==> src/rtl/i2c_pkg.sv <==
// Shared types and constants for the I2C register target: FSM states, byte field
// positions, bus ACK levels and the synchronized bus-event payload.
package i2c_pkg;

    localparam int unsigned BYTE_W    = 8;
    localparam int unsigned BIT_CNT_W = 4;

    // Address byte layout: 7-bit address in [7:1], R/W in [0] (1 = read)
    localparam int unsigned ADDR_MSB = 7;
    localparam int unsigned ADDR_LSB = 1;
    localparam int unsigned RW_BIT   = 0;

    localparam logic ACK_LVL  = 1'b0;
    localparam logic NACK_LVL = 1'b1;

    typedef enum logic [3:0] {
        IDLE,
        ADDR,
        ADDR_ACK,
        PTR,
        PTR_ACK,
        WDATA,
        WDATA_ACK,
        RDATA,
        RDATA_ACK
    } state_t;

    typedef struct packed {
        logic start;
        logic stop;
        logic scl_rise;
        logic scl_fall;
        logic sda;
    } bus_evt_t;

endpackage

==> src/rtl/i2c_bus_sync.sv <==
// Synchronizes raw SCL/SDA into i_clk and emits registered START/STOP/SCL-edge
// strobes plus the synced SDA level aligned with those strobes.
module i2c_bus_sync
    import i2c_pkg::*;
(
    input  logic     i_clk,
    input  logic     reset,
    input  logic     scl_in,
    input  logic     sda_in,
    output bus_evt_t evt
);

    // [0],[1] form the 2-flop synchronizer; [2] is the previous synced value
    logic [2:0] scl_sr;
    logic [2:0] sda_sr;

    always_ff @(posedge i_clk or posedge reset) begin
        if (reset) begin
            scl_sr       <= '1;
            sda_sr       <= '1;
            evt.start    <= 1'b0;
            evt.stop     <= 1'b0;
            evt.scl_rise <= 1'b0;
            evt.scl_fall <= 1'b0;
            evt.sda      <= 1'b1;
        end else begin
            scl_sr       <= {scl_sr[1:0], scl_in};
            sda_sr       <= {sda_sr[1:0], sda_in};
            evt.start    <= scl_sr[1] & scl_sr[2] & sda_sr[2] & ~sda_sr[1];
            evt.stop     <= scl_sr[1] & scl_sr[2] & ~sda_sr[2] & sda_sr[1];
            evt.scl_rise <= scl_sr[1] & ~scl_sr[2];
            evt.scl_fall <= ~scl_sr[1] & scl_sr[2];
            evt.sda      <= sda_sr[1];
        end
    end

endmodule

==> src/rtl/i2c_target_regs.sv <==
// I2C target exposing a small register file: write = [addr+W][ptr][data...],
// read = [addr+R][data...]. Define I2C_TARGET_AUTOINC_EN to auto-increment ptr.
module i2c_target_regs
    import i2c_pkg::*;
#(
    parameter logic [6:0]  TARGET_ADDR = 7'h3C,
    parameter int unsigned NUM_REGS    = 4
) (
    input  logic                  i_clk,
    input  logic                  reset,
    input  logic                  scl_in,
    input  logic                  sda_in,
    output logic                  sda_out,
    output logic                  sda_out_en,
    output logic [NUM_REGS*8-1:0] reg_out,
    output logic                  wr_pulse,
    output logic                  busy
);

    localparam int unsigned PTR_W = (NUM_REGS > 1) ? $clog2(NUM_REGS) : 1;

    bus_evt_t                evt;
    state_t                  state, state_nxt;
    logic [BIT_CNT_W-1:0]    bit_cnt, bit_cnt_nxt;
    logic [BYTE_W-1:0]       shreg, shreg_nxt;
    logic [BYTE_W-1:0]       rx_byte;
    logic                    rw_q, rw_nxt;
    logic                    mack_q, mack_nxt;
    logic [PTR_W-1:0]        ptr, ptr_nxt;
    logic [BYTE_W-1:0]       regs     [NUM_REGS];
    logic [BYTE_W-1:0]       regs_nxt [NUM_REGS];
    logic                    sda_oe_nxt, wr_nxt, busy_nxt;

    i2c_bus_sync u_sync (
        .i_clk  (i_clk),
        .reset  (reset),
        .scl_in (scl_in),
        .sda_in (sda_in),
        .evt    (evt)
    );

    function automatic logic [PTR_W-1:0] ptr_adv(input logic [PTR_W-1:0] p);
`ifdef I2C_TARGET_AUTOINC_EN
        return (p == PTR_W'(NUM_REGS - 1)) ? '0 : p + PTR_W'(1);
`else
        return p;
`endif
    endfunction

    assign rx_byte = {shreg[BYTE_W-2:0], evt.sda};
    assign sda_out = 1'b0;

    for (genvar i = 0; i < NUM_REGS; i++) begin : g_reg_out
        assign reg_out[8*i +: 8] = regs[i];
    end

    always_ff @(posedge i_clk or posedge reset) begin
        if (reset) begin
            state      <= IDLE;
            bit_cnt    <= '0;
            shreg      <= '0;
            rw_q       <= 1'b0;
            mack_q     <= 1'b0;
            ptr        <= '0;
            regs       <= '{default: '0};
            sda_out_en <= 1'b0;
            wr_pulse   <= 1'b0;
            busy       <= 1'b0;
        end else begin
            state      <= state_nxt;
            bit_cnt    <= bit_cnt_nxt;
            shreg      <= shreg_nxt;
            rw_q       <= rw_nxt;
            mack_q     <= mack_nxt;
            ptr        <= ptr_nxt;
            regs       <= regs_nxt;
            sda_out_en <= sda_oe_nxt;
            wr_pulse   <= wr_nxt;
            busy       <= busy_nxt;
        end
    end

    // Bus conditions pre-empt any SCL edge seen in the same cycle
    always_comb begin
        state_nxt   = state;
        bit_cnt_nxt = bit_cnt;
        shreg_nxt   = shreg;
        rw_nxt      = rw_q;
        mack_nxt    = mack_q;
        ptr_nxt     = ptr;
        regs_nxt    = regs;
        sda_oe_nxt  = sda_out_en;
        wr_nxt      = 1'b0;
        busy_nxt    = busy;

        if (evt.start) begin
            state_nxt   = ADDR;
            bit_cnt_nxt = '0;
            sda_oe_nxt  = 1'b0;
        end else if (evt.stop) begin
            state_nxt   = IDLE;
            bit_cnt_nxt = '0;
            sda_oe_nxt  = 1'b0;
            busy_nxt    = 1'b0;
        end else begin
            case (state)
                IDLE: ;

                ADDR: if (evt.scl_rise) begin
                    shreg_nxt   = rx_byte;
                    bit_cnt_nxt = bit_cnt + BIT_CNT_W'(1);
                    if (bit_cnt == BIT_CNT_W'(7)) begin
                        bit_cnt_nxt = '0;
                        if (rx_byte[ADDR_MSB:ADDR_LSB] == TARGET_ADDR) begin
                            state_nxt = ADDR_ACK;
                            rw_nxt    = rx_byte[RW_BIT];
                            busy_nxt  = 1'b1;
                        end else begin
                            state_nxt  = IDLE;
                            sda_oe_nxt = 1'b0;
                            busy_nxt   = 1'b0;
                        end
                    end
                end

                PTR, WDATA: if (evt.scl_rise) begin
                    shreg_nxt   = rx_byte;
                    bit_cnt_nxt = bit_cnt + BIT_CNT_W'(1);
                    if (bit_cnt == BIT_CNT_W'(7)) begin
                        bit_cnt_nxt = '0;
                        if (state == PTR) begin
                            ptr_nxt   = rx_byte[PTR_W-1:0];
                            state_nxt = PTR_ACK;
                        end else begin
                            state_nxt = WDATA_ACK;
                        end
                    end
                end

                // First SCL fall drives ACK; the fall ending the 9th clock hands over
                ADDR_ACK, PTR_ACK, WDATA_ACK: if (evt.scl_fall) begin
                    if (bit_cnt == '0) begin
                        sda_oe_nxt  = 1'b1;
                        bit_cnt_nxt = BIT_CNT_W'(1);
                    end else begin
                        bit_cnt_nxt = '0;
                        sda_oe_nxt  = 1'b0;
                        case (state)
                            ADDR_ACK: begin
                                if (rw_q) begin
                                    state_nxt  = RDATA;
                                    shreg_nxt  = regs[ptr];
                                    sda_oe_nxt = ~regs[ptr][BYTE_W-1];
                                end else begin
                                    state_nxt = PTR;
                                end
                            end
                            PTR_ACK: state_nxt = WDATA;
                            default: begin
                                regs_nxt[ptr] = shreg;
                                wr_nxt        = 1'b1;
                                ptr_nxt       = ptr_adv(ptr);
                                state_nxt     = WDATA;
                            end
                        endcase
                    end
                end

                RDATA: begin
                    if (evt.scl_rise) begin
                        bit_cnt_nxt = bit_cnt + BIT_CNT_W'(1);
                    end else if (evt.scl_fall) begin
                        if (bit_cnt == BIT_CNT_W'(8)) begin
                            sda_oe_nxt  = 1'b0;
                            bit_cnt_nxt = '0;
                            state_nxt   = RDATA_ACK;
                        end else begin
                            shreg_nxt  = {shreg[BYTE_W-2:0], 1'b0};
                            sda_oe_nxt = ~shreg[BYTE_W-2];
                        end
                    end
                end

                RDATA_ACK: begin
                    if (evt.scl_rise) begin
                        mack_nxt = (evt.sda == ACK_LVL);
                        ptr_nxt  = ptr_adv(ptr);
                    end else if (evt.scl_fall) begin
                        bit_cnt_nxt = '0;
                        if (mack_q) begin
                            state_nxt  = RDATA;
                            shreg_nxt  = regs[ptr];
                            sda_oe_nxt = ~regs[ptr][BYTE_W-1];
                        end else begin
                            state_nxt  = IDLE;
                            sda_oe_nxt = 1'b0;
                            busy_nxt   = 1'b0;
                        end
                    end
                end

                default: state_nxt = IDLE;
            endcase
        end
    end

endmodule

==> config.mk <==
export PLATFORM = sky130hd
export DESIGN_NAME = i2c_target_regs
export DESIGN_NICKNAME = d
export VERILOG_FILES = /design/src/rtl/i2c_pkg.sv /design/src/rtl/i2c_bus_sync.sv /design/src/rtl/i2c_target_regs.sv
export SDC_FILE = /design/constraint.sdc
export NUM_CORES = 1
export LEC_CHECK = 0
export CORE_MARGIN = 8
export CORE_UTILIZATION = 45
export DETAILED_ROUTE_END_ITERATION = 12
export MAX_ROUTING_LAYER = met4
export PLACE_DENSITY = 0.66
export SLEW_MARGIN = 40
export SYNTH_ARGS = -nofsm -noshare
export SYNTH_HDL_FRONTEND = slang
export SYNTH_SLANG_ARGS = --single-unit
==> constraint.sdc <==
create_clock -name i_clk -period 6.4 [get_ports i_clk]
set_clock_uncertainty 0.2 [all_clocks]
set_input_delay 0.96 -clock i_clk [delete_from_list [all_inputs] [get_ports i_clk]]
set_output_delay 0.96 -clock i_clk [all_outputs]
set_load 0.005 [all_outputs]
* Yosys cells after proc, flatten, opt, wreduce, memory -nomap -nowiden *
Cells that the tools add are included.

word-level totals
  register bits after elaboration = 66
  bits of input ports = 4

cells by class
  muxes and demuxes = 79
  eq/ne operators = 43
  bitwise gates (word level) = 19
  $add $sub $neg = 1
  reduce and logical (&&, ||, !) cells = 20
  $lt $le $gt $ge = 2

operators with widths
  kind                                                  count
  two-way mux 8 bit                                     14
  two-way mux 4 bit                                     24
  bitwise mux 32 bit                                    1
  case mux 8 bit (4 select lines)                       1
  two-way mux 1 bit                                     29
  != test 4 x 2 -> 1 bit (second input constant)        7
  != test 4 x 1 -> 1 bit (second input constant)        6
  case mux 4 bit (6 select lines)                       1
  equality test 4 x 3 -> 1 bit (second input constant)  5
  AND reduction 6 bit                                   3
  binary-select mux 8 bit (select 2 bit)                1
  demux 8 bit (select 2 bit)                            1
  case mux 4 bit (4 select lines)                       1
  != test 2 bit (second input constant)                 7
  AND reduction 14 bit                                  1
  AND reduction 7 bit                                   2
  AND reduction 12 bit                                  1
  nonzero test 6 bit                                    2
  NOT 1 bit                                             11
  != test 3 x 1 -> 1 bit (second input constant)        3
  != test 3 x 2 -> 1 bit (second input constant)        3
  AND reduction 9 bit                                   1
  equality test 4 x 2 -> 1 bit (second input constant)  2
  equality test 4 bit (second input constant)           2
  21 further kinds                                      35

* Logic depth before layout (Yosys ltp) *
  depth in word-level cells = 12
  gate-level depth with buffers = 7
  depth with buffers taken out = 7

* By module *
From an unflattened synthesis, not the netlist that was laid out.

second synthesis, totals
  cell total of the unflattened synthesis = 284
  area, all modules = 3354.5 um^2

modules (own cells, without submodules)
  module           cells each  area each (um^2)  instances
  i2c_target_regs  268         3052.9            1
  i2c_bus_sync     16          301.5             1

* Worst setup path before layout *
Ideal clock, no wire load.

  path kind = reg2reg
  start = register state[0]
  end = register shreg[0]
  arrival = 2043 ps
  cell stages (with the launch flop) = 7
  path slack = 4033 ps
  setup time = 125 ps
  clock period less this slack = 2367 ps
  path buffers = 1
  required time = 6075 ps
  cell sequence = dfrtp_1 buf_6 or4b_4 nor2_4 a21oi_2 nor4_4 mux2_2

on the way
  word-level cells in the longest chain between the ends = 4
  elaborated cells on any way between the ends = 24

RTL lines
  element                                                         RTL line                                        source
  start: declaration                                              i2c_target_regs.sv:23                           state_t state, state_nxt;
  start signal: assignment                                        i2c_target_regs.sv:70                           state <= state_nxt;
  equality test 4 x 2 -> 1 bit, or another cell as far along      i2c_target_regs.sv:106, i2c_target_regs.sv:148
  OR reduction 3 bit, on equally long branches                    -
  != test 2 x 1 -> 1 bit (no line), or another cell as far along  -
  AND reduction 14 bit (no line)                                  -
  end signal: assignment                                          i2c_target_regs.sv:72                           shreg <= shreg_nxt;
  end: declaration                                                i2c_target_regs.sv:25                           logic [BYTE_W-1:0] shreg, shreg_nxt;

Several ways; a longest one is shown, not always the timed one.
A chain may end at the register's enable or synchronous reset.

* Final worst setup path *
Ends and elaborated chain as after synthesis.

==> qor.yml <==
status: "finished, final reports clean"
clockBufferDepth: 2
path_clk_slew_ns: 0.07
grt_max_degree: 66
async_flop_share: 1.000
h-tree-depth: 3
synth.top_cell.area_share: 0.4487
setup-violations-final: 0
synth_warnings: 0
clock_latency_ns: 0.34
ir_drop_v: 0.0001637
finalSetupTns_ns: 0
cts_buffers: 9
cts.repair.resized: 0
io_pins: 40
reg2reg_setup_slack_ns: 3.61
ctsRootBufferMaster: "clkbuf_8"
hold_class: "reg -> reg"
die_y_um: 101.5
synth-edff-count: 0
synth_commonest_cells: "59 x dfrtp_1, 50 x mux2_2, 10 x nand2_1"
power_density_mw_per_mm2: 330.7
num_vias: 2259
worstSetupEndpointType: "register"
start_util: 0.4586
power.total_mw: 1.312
drt_iter0_drc: 94
period_needed_ns: 2.789
dpl.hpwl_um: 5160
diodes: 0
hold_depth: 0
yosys-top-cells-area: "dfrtp_1 45%, mux2_2 17%, mux4_2 5.5%"
synth-seq-cells: 65
antenna_found_initial: 0
fin_crit_sh: 0.4358
numClockSinks: 65
rr_startpoint: "state[0]"
whs_ns: 0.1571
crit_fanout: 19
timing.fmax_ghz: 0.3585
rows: 31
worst_hold_startpoint: "u_sync.scl_sr[0]"
cts_tree: "built"
postCtsHoldBufs: 0
detail-route-antenna-nets: 0
critPathLaunchType: "register"
ys_seq_area_frac: 0.4966
grt_usage: 0.1621
place.gp.congestion: 0.8880
post_drt_wl_per_cell_um: 18.72
rr_endpoint: "shreg[0]"
grt_overflow: 0
tightest_slew_ns: 0.8367
finish.instance_area_sq_mm: 0.003968
placed_cell_area_sq_mm: 0.003745
grt_pass1_wl_um: 12410
avgSynthCellArea_sq_um: 12.71
crit_arrival_ns: 2.82
firstDrtPassIters: 4
relSlewSlack: 0.4422
routed_wl_um: 7524
synth.most_common_cell: "dfrtp_1"
path_class: "reg -> reg"
port_buffers: 38
syn-num-nets: 265
num-fill-cells: 595
die_x_um: 101.5
rsz0062_at_grt: "false"
swShare: 0.3509
worstPathRequired_ns: 6.43
coreArea_sq_mm: 0.007176
synth_top_area_cell: "dfrtp_1"
intPower_mw: 0.8517
leakagePower_nw: 1.688
route.detailed.drc: 0
die-area_sq_mm: 0.01031
viasPerCell: 5.619
synth_area_sq_mm: 0.003291
final_nets: 304
postCtsSetupBuffers: 0
drive_above_1_share: 0.3333
grt_pass1_vias: 2351
reg2regPathDepth: 5
utilization: 0.5529
cap_violations: 0
p_switching_mw: 0.4604
synthCells: 259
pwr-share-seq: 0.429
power_frac_clock: 0.269
slew_violations: 0
power_frac_comb: 0.303
ys.flop_type: "dfrtp_1"
synth.distinct_cells: 55
hold_viol: 0
min_to: "u_sync.scl_sr[1]"
syn2layout_area_growth_pct: 20.57
-- stage by stage --
step	instances	setup slack, ns
2_1_floorplan	259	3.623
3_5_place_dp	386	3.651
5_1_grt	402	3.526
4_1_cts	402	3.637
3_3_place_gp	386	3.674
6_report	402	3.611
-- worst max-delay path: stages (launching register included) --
cell and delay, ns:
dfrtp_1 0.60, or4b_4 0.65, nor2_4 0.15, a21oi_2 0.09, nor4_4 0.58, mux2_2 0.40
-- logic make-up after synthesis --
| logic type | Yosys count | share of synthesized area |
|---|---|---|
| other | 1 | 0.001140 |
| AOI/OAI and AO/OA | 42 | 0.09354 |
| muxes | 61 | 0.2350 |
| DFF | 65 | 0.4966 |
| adders and majority gates | 2 | 0.007603 |
| and+or+nand+nor | 71 | 0.1418 |
| buffers and inverters | 17 | 0.02433 |
-- metal layers --
metal  wire length [um]  track usage
met5                  0            -
met3                292      0.04261
met4                 95      0.06644
met1               3494       0.2088
met2               3642       0.2364
-- state kept, by name, summed over array words and instances (netlist names) --
name,count
mack_q,1
ptr,2
state,4
u_sync.evt,5
reg_out,32
u_sync.sda_sr,2
shreg,8
bit_cnt,4
wr_pulse,1
rw_q,1
busy,1
u_sync.scl_sr,3
sda_out_en,1
-- layout by cell type (no fill, tap or decap), drive strengths merged, types with 7 or more instances in the layout --
cell | netlist | final
clkbuf | 4 | 10
clkdlybuf4s50 | 0 | 38
dfrtp | 59 | 59
mux2 | 50 | 50
mux4 | 8 | 8
nand2 | 10 | 10
nand3 | 7 | 7
nor2 | 10 | 10
o21ai | 7 | 7
-- worst max-delay path by stage --
stage	from	endpoint	slack, ns	cells after the start
floorplan	reset	bit_cnt[0]	3.62	1
global placement	state[0]	rw_q	3.67	4
detailed placement	state[0]	shreg[3]	3.65	5
CTS	state[0]	shreg[6]	3.64	5
global route	state[1]	reg_out[7]	3.53	4
finish	state[0]	shreg[0]	3.61	5
-- area by class of cell --
class | count | area [sq um] | area share
multi-input cells | 177 | 1590 | 0.4008
inverters | 6 | 22.52 | 0.005676
clock inverters | 6 | 67.56 | 0.01703
repair buffers | 39 | 391.6 | 0.09871
clock buffers | 10 | 137.6 | 0.03469
well taps | 99 | 123.9 | 0.03122
flip-flops and latches | 65 | 1634 | 0.4119
-- power by group through the flow --
stage / Sequential, mW / Clock [mW] / Combinational, mW
4_1_cts: 0.559 / 0.359 / 0.394
3_5_place_dp: 0.567 / 0 / 0.393
5_1_grt: 0.577 / 0.382 / 0.432
3_3_place_gp: 0.567 / 0 / 0.389
6_report: 0.562 / 0.352 / 0.397
2_1_floorplan: 0.511 / 0 / 0.354
(Power assumes the default switching activity.)
